### config.mk
export PLATFORM = sky130hd
export DESIGN_NAME = hcsr04_distance_meter
export DESIGN_NICKNAME = d
export VERILOG_FILES = /design/src/rtl/hcsr04_pkg.sv /design/src/rtl/hcsr04_distance_meter_us_tick_gen.sv /design/src/rtl/hcsr04_distance_meter.sv
export SDC_FILE = /design/constraint.sdc
export NUM_CORES = 1
export LEC_CHECK = 0
export BUFFER_PORTS_ARGS = -buffer_cell sky130_fd_sc_hd__buf_4
export CAP_MARGIN = 20
export CORE_UTILIZATION = 50
export CTS_CLUSTER_DIAMETER = 50
export DETAILED_ROUTE_END_ITERATION = 10
export GPL_ROUTABILITY_DRIVEN = 0
export GPL_TIMING_DRIVEN = 0
export HOLD_SLACK_MARGIN = 0.05
export PLACE_DENSITY = 0.68
export SETUP_SLACK_MARGIN = 0.2
export SYNTH_ARGS = -nofsm -noshare
export SYNTH_HDL_FRONTEND = slang
export SYNTH_HIERARCHICAL = 1
export SYNTH_SLANG_ARGS = --single-unit
### constraint.sdc
create_clock -name clk -period 3 [get_ports clk]
set_clock_uncertainty 0.05 [all_clocks]
set_input_delay 0.6 -clock clk [delete_from_list [all_inputs] [get_ports clk]]
set_output_delay 0.6 -clock clk [all_outputs]
set_load 0.01 [all_outputs]
### src/rtl/hcsr04_pkg.sv
// Shared types and default timing for the HC-SR04 ranging blocks.
package hcsr04_pkg;

  typedef enum logic [2:0] {
    IDLE      = 3'd0,
    TRIG      = 3'd1,
    WAIT_ECHO = 3'd2,
    MEASURE   = 3'd3,
    HOLDOFF   = 3'd4
  } state_t;

  localparam int DIST_W = 9;

  localparam int DEF_CLKS_PER_US  = 100;
  localparam int DEF_TRIG_US      = 10;
  localparam int DEF_US_PER_CM    = 58;
  localparam int DEF_MAX_CM       = 400;
  localparam int DEF_ECHO_WAIT_US = 30000;
  localparam int DEF_ECHO_MAX_US  = 30000;
  localparam int DEF_HOLDOFF_US   = 60000;

  // Largest of four durations, used to size the shared duration counter.
  function automatic int max4(input int a, input int b, input int c, input int d);
    int m;
    m = a;
    if (b > m) m = b;
    if (c > m) m = c;
    if (d > m) m = d;
    return m;
  endfunction

endpackage

### src/rtl/hcsr04_distance_meter_us_tick_gen.sv
// Microsecond tick generator: one-cycle pulse every CLKS_PER_US clocks,
// restartable so that a new phase always begins with a full microsecond.
module us_tick_gen #(
  parameter int CLKS_PER_US = 100
) (
  input  logic clk,
  input  logic rst,
  input  logic clr,
  output logic tick_us
);

  localparam int CW = (CLKS_PER_US > 1) ? $clog2(CLKS_PER_US) : 1;
  localparam logic [CW-1:0] LAST = CW'(CLKS_PER_US - 1);

  logic [CW-1:0] cnt_r;

  // Free-running prescaler, cleared on reset or on request.
  always_ff @(posedge clk) begin
    if (rst || clr) begin
      cnt_r <= {CW{1'b0}};
    end else if (cnt_r == LAST) begin
      cnt_r <= {CW{1'b0}};
    end else begin
      cnt_r <= cnt_r + {{(CW-1){1'b0}}, 1'b1};
    end
  end

  assign tick_us = (cnt_r == LAST);

endmodule

### src/rtl/hcsr04_distance_meter.sv
// HC-SR04 driver: fires the trigger, times the echo and converts its width
// to whole centimetres by counting microseconds in groups of US_PER_CM.
module hcsr04_distance_meter
  import hcsr04_pkg::*;
#(
  parameter int CLKS_PER_US  = DEF_CLKS_PER_US,
  parameter int TRIG_US      = DEF_TRIG_US,
  parameter int US_PER_CM    = DEF_US_PER_CM,
  parameter int MAX_CM       = DEF_MAX_CM,
  parameter int ECHO_WAIT_US = DEF_ECHO_WAIT_US,
  parameter int ECHO_MAX_US  = DEF_ECHO_MAX_US,
  parameter int HOLDOFF_US   = DEF_HOLDOFF_US
) (
  input  logic              clk,
  input  logic              rst,
  input  logic              start,
  input  logic              echo,
  output logic              trig,
  output logic [DIST_W-1:0] distance,
  output logic              dist_valid,
  output logic              timeout,
  output logic              busy
);

  localparam int DUR_MAX = max4(TRIG_US, ECHO_WAIT_US, ECHO_MAX_US, HOLDOFF_US);
  localparam int DUR_W   = $clog2(DUR_MAX) + 1;
  localparam int US_W    = $clog2(US_PER_CM);

  localparam logic [DUR_W-1:0]  TRIG_LAST = DUR_W'(TRIG_US - 1);
  localparam logic [DUR_W-1:0]  WAIT_LAST = DUR_W'(ECHO_WAIT_US - 1);
  localparam logic [DUR_W-1:0]  EMAX_LAST = DUR_W'(ECHO_MAX_US - 1);
  localparam logic [DUR_W-1:0]  HOLD_LAST = DUR_W'(HOLDOFF_US - 1);
  localparam logic [US_W-1:0]   US_LAST   = US_W'(US_PER_CM - 1);
  localparam logic [DIST_W-1:0] CM_MAX    = DIST_W'(MAX_CM);

  state_t state_r, state_next_s;
  logic   state_entry_s;
  logic   tick_us_s;

  logic echo_s1_r, echo_s2_r, echo_d_r;
  logic echo_rise_s, echo_fall_s;

  logic [DUR_W-1:0]  dur_r;
  logic [US_W-1:0]   us_sub_r, us_next_s;
  logic [DIST_W-1:0] cm_cnt_r, cm_next_s;
  logic              dv_next_s, to_next_s;

  logic              trig_r, busy_r, dv_r, to_r;
  logic [DIST_W-1:0] distance_r;

  // The prescaler restarts whenever the state changes so every phase
  // lasts an exact number of microseconds.
  assign state_entry_s = (state_next_s != state_r);

  us_tick_gen #(.CLKS_PER_US(CLKS_PER_US)) u_tick (
    .clk     (clk),
    .rst     (rst),
    .clr     (state_entry_s),
    .tick_us (tick_us_s)
  );

  // Two-flop synchronizer for the asynchronous echo plus a delayed copy for edges.
  always_ff @(posedge clk) begin
    if (rst) begin
      echo_s1_r <= 1'b0;
      echo_s2_r <= 1'b0;
      echo_d_r  <= 1'b0;
    end else begin
      echo_s1_r <= echo;
      echo_s2_r <= echo_s1_r;
      echo_d_r  <= echo_s2_r;
    end
  end

  assign echo_rise_s = echo_s2_r & ~echo_d_r;
  assign echo_fall_s = ~echo_s2_r & echo_d_r;

  // State register.
  always_ff @(posedge clk) begin
    if (rst) begin
      state_r <= IDLE;
    end else begin
      state_r <= state_next_s;
    end
  end

  // Next-state and strobe decode; an echo fall takes priority over an
  // expiring measurement window.
  always_comb begin
    state_next_s = state_r;
    dv_next_s    = 1'b0;
    to_next_s    = 1'b0;
    case (state_r)
      IDLE: begin
        if (start) state_next_s = TRIG;
        else       state_next_s = IDLE;
      end
      TRIG: begin
        if (tick_us_s && (dur_r == TRIG_LAST)) state_next_s = WAIT_ECHO;
        else                                   state_next_s = TRIG;
      end
      WAIT_ECHO: begin
        if (echo_rise_s) begin
          state_next_s = MEASURE;
        end else if (tick_us_s && (dur_r == WAIT_LAST)) begin
          to_next_s    = 1'b1;
          state_next_s = HOLDOFF;
        end else begin
          state_next_s = WAIT_ECHO;
        end
      end
      MEASURE: begin
        if (echo_fall_s) begin
          dv_next_s    = 1'b1;
          state_next_s = HOLDOFF;
        end else if (tick_us_s && (dur_r == EMAX_LAST)) begin
          to_next_s    = 1'b1;
          state_next_s = HOLDOFF;
        end else begin
          state_next_s = MEASURE;
        end
      end
      HOLDOFF: begin
        if (tick_us_s && (dur_r == HOLD_LAST)) state_next_s = IDLE;
        else                                   state_next_s = HOLDOFF;
      end
      default: state_next_s = IDLE;
    endcase
  end

  // Centimetre accumulator step. MEASURE is only occupied while echo is high,
  // so every tick there counts, including the one in the fall cycle.
  always_comb begin
    us_next_s = us_sub_r;
    cm_next_s = cm_cnt_r;
    if (!tick_us_s) begin
      us_next_s = us_sub_r;
    end else if (us_sub_r == US_LAST) begin
      us_next_s = {US_W{1'b0}};
      if (cm_cnt_r < CM_MAX) cm_next_s = cm_cnt_r + {{(DIST_W-1){1'b0}}, 1'b1};
      else                   cm_next_s = cm_cnt_r;
    end else begin
      us_next_s = us_sub_r + {{(US_W-1){1'b0}}, 1'b1};
    end
  end

  // Duration and range counters, all restarted on state entry.
  always_ff @(posedge clk) begin
    if (rst || state_entry_s) begin
      dur_r    <= {DUR_W{1'b0}};
      us_sub_r <= {US_W{1'b0}};
      cm_cnt_r <= {DIST_W{1'b0}};
    end else begin
      if (tick_us_s && (state_r != IDLE)) dur_r <= dur_r + {{(DUR_W-1){1'b0}}, 1'b1};
      if (state_r == MEASURE) begin
        us_sub_r <= us_next_s;
        cm_cnt_r <= cm_next_s;
      end
    end
  end

  // Registered outputs; the result is latched together with its strobe.
  always_ff @(posedge clk) begin
    if (rst) begin
      trig_r     <= 1'b0;
      busy_r     <= 1'b0;
      dv_r       <= 1'b0;
      to_r       <= 1'b0;
      distance_r <= {DIST_W{1'b0}};
    end else begin
      trig_r <= (state_next_s == TRIG);
      busy_r <= (state_next_s != IDLE);
      dv_r   <= dv_next_s;
      to_r   <= to_next_s;
      if (dv_next_s) distance_r <= cm_next_s;
    end
  end

  assign trig       = trig_r;
  assign busy       = busy_r;
  assign dist_valid = dv_r;
  assign timeout    = to_r;
  assign distance   = distance_r;

endmodule

* After elaboration in Yosys (flattened, before gate mapping) *
Index checks and enable logic that the tools add are counted.

word-level totals
  register bits after elaboration = 58
  bits of input ports = 4
  output and inout bits = 13
  logic and storage cells = 61

cells by class
  add/sub/neg operators = 4
  order comparisons = 1
  eq/ne operators = 11
  mux-type cells = 18
  bitwise logic cells = 4
  reduce and logical (&&, ||, !) cells = 10

operators with widths
  cell                                                                     number
  9-bit 2-to-1 mux                                                         3
  17-bit by 1-bit adder with 17-bit output, second input constant          1
  17-bit by 15-bit equality test with 1-bit output, second input constant  1
  17-bit by 16-bit equality test with 1-bit output, second input constant  1
  17-bit by 4-bit equality test with 1-bit output, second input constant   1
  3-bit 2-to-1 mux                                                         5
  3-bit case mux with 5 select lines                                       1
  9-bit by 1-bit adder with 9-bit output, second input constant            1
  9-bit less-than comparator, second input constant                        1
  7-bit by 1-bit adder with 7-bit output, second input constant            1
  7-bit equality test, second input constant                               1
  6-bit by 1-bit adder with 6-bit output, second input constant            1
  3-bit by 1-bit equality test with 1-bit output, second input constant    2
  3-bit by 2-bit equality test with 1-bit output, second input constant    2
  6-bit equality test, second input constant                               1
  1-bit 2-to-1 mux                                                         6
  6-bit 2-to-1 mux                                                         1
  3-bit nonzero test                                                       2
  1-bit logical AND                                                        4
  3-bit equality test, second input constant                               1
  3-bit logical NOT                                                        1
  3-bit != test                                                            1
  1-bit AND                                                                2
  2-bit 2-to-1 mux                                                         1
  5 further kinds                                                          6

* Depth between registers and ports, before layout *
Gate-level depths: netlist of the first run.

  depth in word-level cells = 8
  mapped depth = 11
  mapped depth without buffers = 11

* Cells and area by module *
Netlist of the first run, hierarchy kept.

by module, submodules not included
  module                 times used  cells an instance  area each (µm²)
  hcsr04_distance_meter  1           300                2543.7
  us_tick_gen            1           34                 307.8

* Worst setup path after synthesis of the first run *
Ideal clock, no wire load.

  path kind = reg-to-reg
  start point = register u_tick.cnt_r[0]
  end point = register u_tick.cnt_r[3]
  setup time = 0.124 ns
  data arrival time = 2.452 ns
  setup slack = 0.374 ns
  stages on the path, launching flop included = 12
  buffers on the path = 0
  cell sequence = dfxtp_1 -> ha_1 -> nand2b_1 -> nor2_1 -> or3b_2 -> nor2_1 -> a21boi_1 -> or3_1 -> a21oi_1 -> nor2_1 -> o21ai_2 -> nor2_1

between the ends
  word-level cells in the longest chain between the ends = 8

ends and longest elaborated chain
  element                                     line                                                        text
  start, declared                             hcsr04_distance_meter_us_tick_gen.sv:15                     logic [CW-1:0] cnt_r;
  start signal, assigned                      hcsr04_distance_meter_us_tick_gen.sv:20                     cnt_r <= {CW{1'b0}};
  start signal, assigned                      hcsr04_distance_meter_us_tick_gen.sv:22                     cnt_r <= {CW{1'b0}};
  start signal, assigned                      hcsr04_distance_meter_us_tick_gen.sv:24                     cnt_r <= cnt_r + {{(CW-1){1'b0}}, 1'b1};
  7-bit equality test *                       hcsr04_distance_meter_us_tick_gen.sv:28                     assign tick_us = (cnt_r == LAST);
  net tick_us_s                               hcsr04_distance_meter.sv:38                                 logic tick_us_s;
  1-bit logical AND                           hcsr04_distance_meter.sv:105, hcsr04_distance_meter.sv:116
  3-bit 2-to-1 mux, on equally long branches  hcsr04_distance_meter.sv:116, hcsr04_distance_meter.sv:105
  3-bit 2-to-1 mux, on equally long branches  hcsr04_distance_meter.sv:113, hcsr04_distance_meter.sv:103
  3-bit case mux with 5 select lines *        hcsr04_distance_meter.sv:93                                 case (state_r)
  3-bit != test *                             hcsr04_distance_meter.sv:53                                 assign state_entry_s = (state_next_s != state_r);
  net state_entry_s                           hcsr04_distance_meter.sv:37                                 logic state_entry_s;
  1-bit logical OR *                          hcsr04_distance_meter_us_tick_gen.sv:19                     if (rst || clr) begin
  2-bit OR reduction (no line) *              n/a

Mark *: on every way through the listed nets, which the timed path passes. The rest lies on a longest branch.
A chain may end at the register's enable or synchronous reset.

* Worst setup path in the final report of the first run *
  start point = register dur_r[0]
  end point = register u_tick.cnt_r[6]

between the ends
  word-level cells in the longest chain between the ends = 8

ends and longest elaborated chain
  element                                           line                                                        text
  start, declared                                   hcsr04_distance_meter.sv:43                                 logic [DUR_W-1:0] dur_r;
  start signal, assigned                            hcsr04_distance_meter.sv:150                                dur_r <= {DUR_W{1'b0}};
  start signal, assigned                            hcsr04_distance_meter.sv:154                                if (tick_us_s && (state_r != IDLE)) dur_r <= dur_r + {{(DUR_W-1){1'b0}}, 1'b1};
  17-bit by 15-bit equality test with 1-bit output  hcsr04_distance_meter.sv:105, hcsr04_distance_meter.sv:116
  1-bit logical AND                                 hcsr04_distance_meter.sv:105, hcsr04_distance_meter.sv:116
  3-bit 2-to-1 mux, on equally long branches        hcsr04_distance_meter.sv:116, hcsr04_distance_meter.sv:105
  3-bit 2-to-1 mux, on equally long branches        hcsr04_distance_meter.sv:113, hcsr04_distance_meter.sv:103
  3-bit case mux with 5 select lines *              hcsr04_distance_meter.sv:93
  3-bit != test *                                   hcsr04_distance_meter.sv:53
  net state_entry_s                                 hcsr04_distance_meter.sv:37
  1-bit logical OR *                                hcsr04_distance_meter_us_tick_gen.sv:19
  2-bit OR reduction (no line) *                    n/a

Marks and branches as above.

==> results.py, run 1 <==
metrics = {
    "setup_path": {
        "crit_fanout": 7,
        "cp.required_ps": 3170,
        "cp-start-kind": "flop",
        "arrival_ps": 2840,
        "end_kind": "flop",
        "cp_cell_sequence": "ha_1 > or4bb_1 > nor4_1 > a21boi_1 > or3_1 > a21oi_1 > nor2_1 > o21ai_2 > a21oi_1",
        "crit_top_cell": "a21oi_1",
        "critPathMaxStageDelay_ps": 460,
        "crit_slowest_cell": "or4bb_1",
        "critPathKind": "reg -> reg",
    },
    "die": {
        "ioPinCount": 17,
        "die_h_um": 77.5,
        "design.core.area_um2": 5510,
        "die_w_um": 77.5,
        "initial_core_util_pct": 51.8,
        "rows": 27,
        "dieArea_um2": 6010,
    },
    "layout": {
        "num_antenna_cells": 0,
        "area_delta_synth_final_pct": 15.5,
        "fill_cells": 510,
        "stdcell_area_um2": 3290,
        "drive_gt1_share_pct": 14.2,
        "finalNonFillerCells": 439,
        "fin_nets": 373,
    },
    "timing": {
        "maxSlewHeadroom_pct": 47.5,
        "worstMarginPinSlew_ps": 781,
        "fmax_mhz": 374,
        "post-route-period-util_pct": 89.2,
        "hold_violations": 0,
        "slew_violations": 0,
        "rsz0062_at_grt": "false",
        "fin_crit_ps": 2680,
        "setup_viol": 0,
    },
    "yosys": {
        "synthArstFlopShare_pct": 0,
        "synth_area_um2": 2850,
        "ys_types": 52,
        "seq_area_frac_synth_pct": 40.7,
        "yosysWarningCount": 6,
        "synth_flop_cell": "dfxtp_1",
        "synthCells": 334,
        "synth-seq-cells": 58,
        "syn_nets": 345,
        "synth-edff-count": 0,
        "avgSynthCellArea_um2": 8.54,
    },
    "cts": {
        "clkSinkCount": 58,
        "path_clk_slew_ps": 60,
        "root_buffer": "clkbuf_8",
        "cts_tree": "yes",
        "postCtsHoldBufs": 0,
        "cts_max_path_buffers": 2,
        "clock_latency_ps": 340,
        "cts_buffers": 9,
        "htreeDepth": 3,
    },
    "power_and_ir_drop": {
        "p_per_area_nw_per_um2": 481,
        "p_leak_nw": 1.13,
        "vdd_drop_max_uv": 260,
    },
    "global_route": {
        "grt_pass1_wl_mm": 9.96,
        "grtUsageTotal_pct": 21.5,
        "grt_pass1_vias": 2184,
        "antenna_found_initial": 0,
        "gr-total-overflow": 0,
        "grt_max_degree": 11,
    },
    "detailed_routing": {
        "wl_per_cell_um": 13.1,
        "drc": 0,
        "ant_nets": 0,
        "vias_per_cell": 5.47,
        "drt-initial-drc-count": 155,
        "wl_mm": 5.75,
        "vias": 2401,
        "dr.pass1.iters": 4,
    },
    "place": {
        "io_buffers": 16,
        "dp_cells": 422,
        "dp_hpwl_mm": 4.15,
        "placed_cell_area_um2": 3060,
    },
    "run": {
        "max_cap_violations": 0,
    },
    "min_path": {
        "min_path_type": "reg -> reg",
    },
    "status": {
        "status": "completed",
    },
}
==> Yosys cell counts (2+ instances only) <==
| cell | number | area (um^2) |
|---|---|---|
| and2_1 | 2 | 12.5 |
| buf_2 | 5 | 25.0 |
| a31o_2 | 2 | 17.5 |
| nor4_1 | 3 | 18.8 |
| nand2_1 | 29 | 109 |
| xor2_1 | 13 | 114 |
| nand2b_1 | 3 | 18.8 |
| nor2_1 | 25 | 93.8 |
| a31oi_1 | 4 | 25.0 |
| dfxtp_1 | 58 | 1160 |
| o31ai_1 | 3 | 22.5 |
| nand3b_1 | 2 | 15.0 |
| buf_4 | 3 | 22.5 |
| or4_1 | 2 | 15.0 |
| nand4_1 | 5 | 31.3 |
| nor2b_1 | 6 | 37.5 |
| mux2i_1 | 4 | 40.0 |
| a21oi_1 | 17 | 85.1 |
| xnor2_1 | 20 | 175 |
| inv_1 | 13 | 48.8 |
| clkbuf_1 | 6 | 22.5 |
| o211ai_1 | 2 | 15.0 |
| and3_1 | 5 | 31.3 |
| nand3_1 | 11 | 55.1 |
| or3_1 | 5 | 31.3 |
| ha_1 | 7 | 87.6 |
| nor3_1 | 41 | 205 |
| a211oi_1 | 6 | 45.0 |
| o21ai_0 | 9 | 45.0 |
==> layer usage <==
layer | track usage (%) | routed length [um]
met1 | 27.1 | 2830
met2 | 33.5 | 2550
met3 | 4.94 | 236
met4 | 12.6 | 135
met5 | 0 | 0
==> registers in the layout, indices dropped and copies added, names as in the netlist, 3 cells and up <==
| register | count |
|---|---|
| dur_r | 17 |
| state_r | 3 |
| us_sub_r | 6 |
| u_tick/cnt_r | 7 |
| distance | 9 |
| cm_cnt_r | 9 |
==> logic make-up after synthesis <==
logic type	Yosys count	synth area share [%]
compound gates	52	11.6
buf+inv	28	4.56
flops	58	40.7
simple gates	152	28.5
mux	4	1.40
xor+xnor	33	10.1
fa+ha+maj	7	3.07
==> layout by cell type, fill, tap and decap left out, drive strengths merged, types with 2 or more instances in the layout <==
cell    instances
dfxtp          58
nor3           42
nand2          29
buf            26
nor2           25
xnor2          20
clkbuf         20
a21oi          17
inv            13
xor2           13
nand3          12
o21ai          11
ha              7
nor2b           6
a211oi          6
or3             5
nand4           5
and3            5
nor4            5
a31oi           4
mux2i           4
nand2b          3
o31ai           3
or4             3
nand3b          2
a31o            2
and2            2
o211ai          2
a21boi          2
==> area by class of cell <==
class	count	area, um^2	area share, %
Sequential cell	58	1160	35.3
Multi-Input combinational cell	248	1590	48.1
Tap cell	72	90.1	2.74
Inverter	13	48.8	1.48
Buffer	15	81.3	2.47
Clock buffer	14	163	4.94
Clock inverter	2	35.0	1.06
Timing Repair Buffer	17	128	3.88
==> stage by stage <==
step	utilization (%)	TNS (ps)	power, W	hold WS, ps	setup slack [ps]
floorplan	-	0	0.000851	364	374
global placement	55.6	-317	0.000875	367	-57.4
detailed placement	55.6	-487	0.000875	382	-84.9
CTS	59.4	0	0.00160	399	201
global route	59.8	0	0.00164	410	213
finish	59.8	0	0.00158	394	323
==> report_power, final <==
group	internal (W)	switching, W
clock	0.000428	0.000297
combinational	0.0000268	0.0000491
sequential	0.000778	0.00000452
total	0.00123	0.000350
==> worst max-delay path: cells and delay by family, from the launching register on <==
family,cells,cell delay (ps)
simple gates,4,1310
compound gates,4,590
flops,1,420
fa+ha+maj,1,180
==> final timing paths <==
kind / startpoint / to / slack (ps) / cells after the start
setup / recovery: dur_r[0]$_SDFFE_PP0P_ / u_tick/cnt_r[6]$_SDFF_PP0_ / 320 / 9
setup reg to reg: dur_r[0]$_SDFFE_PP0P_ / u_tick/cnt_r[6]$_SDFF_PP0_ / 320 / 9
hold / removal: echo_s1_r$_SDFF_PP0_ / echo_s2_r$_SDFF_PP0_ / 390 / 1
hold reg to reg: echo_s1_r$_SDFF_PP0_ / echo_s2_r$_SDFF_PP0_ / 390 / 1
==> timing repair <==
item                       4_1_cts  5_1_grt
setup buffers                    0        1
pin swaps                        1        1
cloned                           0        0
setup endpoints to repair       29       18
resized for setup                4        4
Note: power is estimated with default switching activity, not from simulation.
==> run 2: changes to the inputs <==
--- a/config.mk
+++ b/config.mk
@@ -11,9 +11,8 @@
 export CTS_CLUSTER_DIAMETER = 50
 export DETAILED_ROUTE_END_ITERATION = 10
 export GPL_ROUTABILITY_DRIVEN = 0
-export GPL_TIMING_DRIVEN = 0
 export HOLD_SLACK_MARGIN = 0.05
-export PLACE_DENSITY = 0.68
+export PLACE_DENSITY_LB_ADDON = 0.25
 export SETUP_SLACK_MARGIN = 0.2
 export SYNTH_ARGS = -nofsm -noshare
 export SYNTH_HDL_FRONTEND = slang
==> run 2 against run 1 <==
Sequential cell count did not move. Register-to-register slack improved by 60 ps. Global-route usage fell by 0.15 points. Combinational power fell by 13%. Worst setup slack improved by 65 ps. Hold slack got worse by 2.7 ps. Via count barely moved. Cell count fell by 2.5%. Clock power rose by 0.6%. Critical endpoint is now u_tick/cnt_r[4]$_SDFF_PP0_. Largest cell class unchanged. Highest routed layer unchanged.
==> results.py, run 2 (synthesized netlist as in run 1, its figures left out) <==
metrics = {
    "status": {
        "status": "completed",
    },
    "timing": {
        "hold_violations": 0,
        "slew_violations": 0,
        "fmax_mhz": 383,
        "rsz0062_at_grt": "false",
        "fin_crit_ps": 2610,
        "setup_viol": 0,
        "maxSlewHeadroom_pct": 51.6,
        "hold_slack_ps": 391,
        "final.setup.tns_ps": 0,
        "post-route-period-util_pct": 87.1,
        "worstMarginPinSlew_ps": 719,
    },
    "setup_path": {
        "cp-start-kind": "flop",
        "crit_fanout": 7,
        "critPathKind": "reg -> reg",
        "end_kind": "flop",
        "cp.required_ps": 3170,
        "arrival_ps": 2780,
    },
    "cts": {
        "cts_max_path_buffers": 2,
        "clkSinkCount": 58,
        "cts_tree": "yes",
        "cts_buffers": 9,
        "clock_latency_ps": 340,
        "path_clk_slew_ps": 60,
        "cts-resized-gates": 0,
        "root_buffer": "clkbuf_8",
        "htreeDepth": 3,
        "postCtsHoldBufs": 0,
        "post_cts_buffers": 0,
    },
    "detailed_routing": {
        "ant_nets": 0,
        "drc": 0,
        "drt-initial-drc-count": 106,
        "dr.pass1.iters": 5,
        "wl_per_cell_um": 13.5,
        "vias": 2399,
        "vias_per_cell": 5.61,
        "wl_mm": 5.78,
    },
    "layout": {
        "layout_common_cells": "57 x dfxtp_1, 41 x nor3_1, 29 x nand2_1, 23 x nor2_1, 21 x buf_4",
        "multi_input_area_um2": 1580,
        "final_common_cell": "dfxtp_1",
        "drive_gt1_share_pct": 14.0,
        "num_antenna_cells": 0,
        "seq_area_um2": 1160,
        "fin_nets": 362,
        "largest_reg_flops": 17,
        "regMostFlops": "dur_r",
        "area_delta_synth_final_pct": 13.8,
        "fill_cells": 483,
    },
    "die": {
        "die_h_um": 77.5,
        "die_w_um": 77.5,
        "initial_core_util_pct": 51.8,
        "rows": 27,
        "dieArea_um2": 6010,
        "ioPinCount": 17,
        "design.core.area_um2": 5510,
    },
    "global_route": {
        "grtUsageTotal_pct": 21.4,
        "busiest_layer": "met2",
        "grt_pass1_vias": 2172,
        "antenna_found_initial": 0,
        "grt_max_degree": 30,
        "gr-total-overflow": 0,
        "grt_use_met1_pct": 27.3,
        "grt_pass1_wl_mm": 10.0,
        "use_met2_pct": 33.2,
        "grtUsageMet3_pct": 3.88,
    },
    "place": {
        "io_buffers": 16,
        "dp_hpwl_mm": 3.98,
    },
    "run": {
        "max_cap_violations": 0,
    },
    "power_and_ir_drop": {
        "p_leak_nw": 1.11,
        "p_per_area_nw_per_um2": 487,
        "vdd_drop_max_uv": 368,
    },
    "min_path": {
        "min_path_type": "reg -> reg",
    },
}
## run 2: cell count changes in the layout (fill, tap and decap cells not counted)
cell / change
buf_2: -5
buf_4: +1
buf_6: -1
clkbuf_1: -9
clkinv_2: +2
clkinvlp_4: +1
nor2_1: +1
nor2_4: -1
o21ai_1: -1
o21ai_2: +1
## run 2: metrics by stage
stage / utilization (%) / cell area [um^2] / instances / setup slack [ps] / power, W
finish: 58.9 / 3240 / 428 / 388 / 0.00158
global placement: 54.9 / 3020 / 412 / 389 / 0.000869
CTS: 58.6 / 3230 / 428 / 288 / 0.00160
global route: 58.9 / 3240 / 428 / 249 / 0.00165
floorplan: - / 2850 / 334 / 374 / 0.000851
detailed placement: 54.9 / 3020 / 412 / 289 / 0.000869
## run 2: per-layer routing
layer	part of all wire [%]	up-vias	routed length, um
li1	-	1213	-
met1	48	1102	2750
met2	45	72	2600
met3	5.3	12	304
met4	2.1	0	123
met5	0	-	0
## run 2: layout make-up
class,instances,area share [%]
clock buffer,11,4.67
clock inverter,5,1.62
inverter,13,1.50
multi-input combinational,248,48.7
sequential,58,35.8
tap,72,2.78
timing repair buffer,21,4.86
## run 2: final timing paths
path / start / end / slack (ps) / depth (start not counted)
setup / recovery: dur_r[0]$_SDFFE_PP0P_ / u_tick/cnt_r[4]$_SDFF_PP0_ / 390 / 9
hold / removal: echo_s1_r$_SDFF_PP0_ / echo_s2_r$_SDFF_PP0_ / 390 / 1
setup reg to reg: dur_r[0]$_SDFFE_PP0P_ / u_tick/cnt_r[4]$_SDFF_PP0_ / 390 / 9
hold reg to reg: echo_s1_r$_SDFF_PP0_ / echo_s2_r$_SDFF_PP0_ / 390 / 1
## run 2: report_power, final
part           leakage (nW)  total [W]  switching [W]  internal [W]
Clock                 0.105   0.000729       0.000305      0.000424
Sequential            0.469   0.000786     0.00000789      0.000778
Combinational         0.534  0.0000661      0.0000436     0.0000226
## run 2: worst max-delay path, stage by stage (launching register included)
cell,delay (ps)
dfxtp_1,410
ha_1,180
or4bb_1,490
nor4_1,340
a21boi_1,220
or3_1,390
a21oi_1,130
nor2_1,70
o21ai_2,140
nor2_1,80
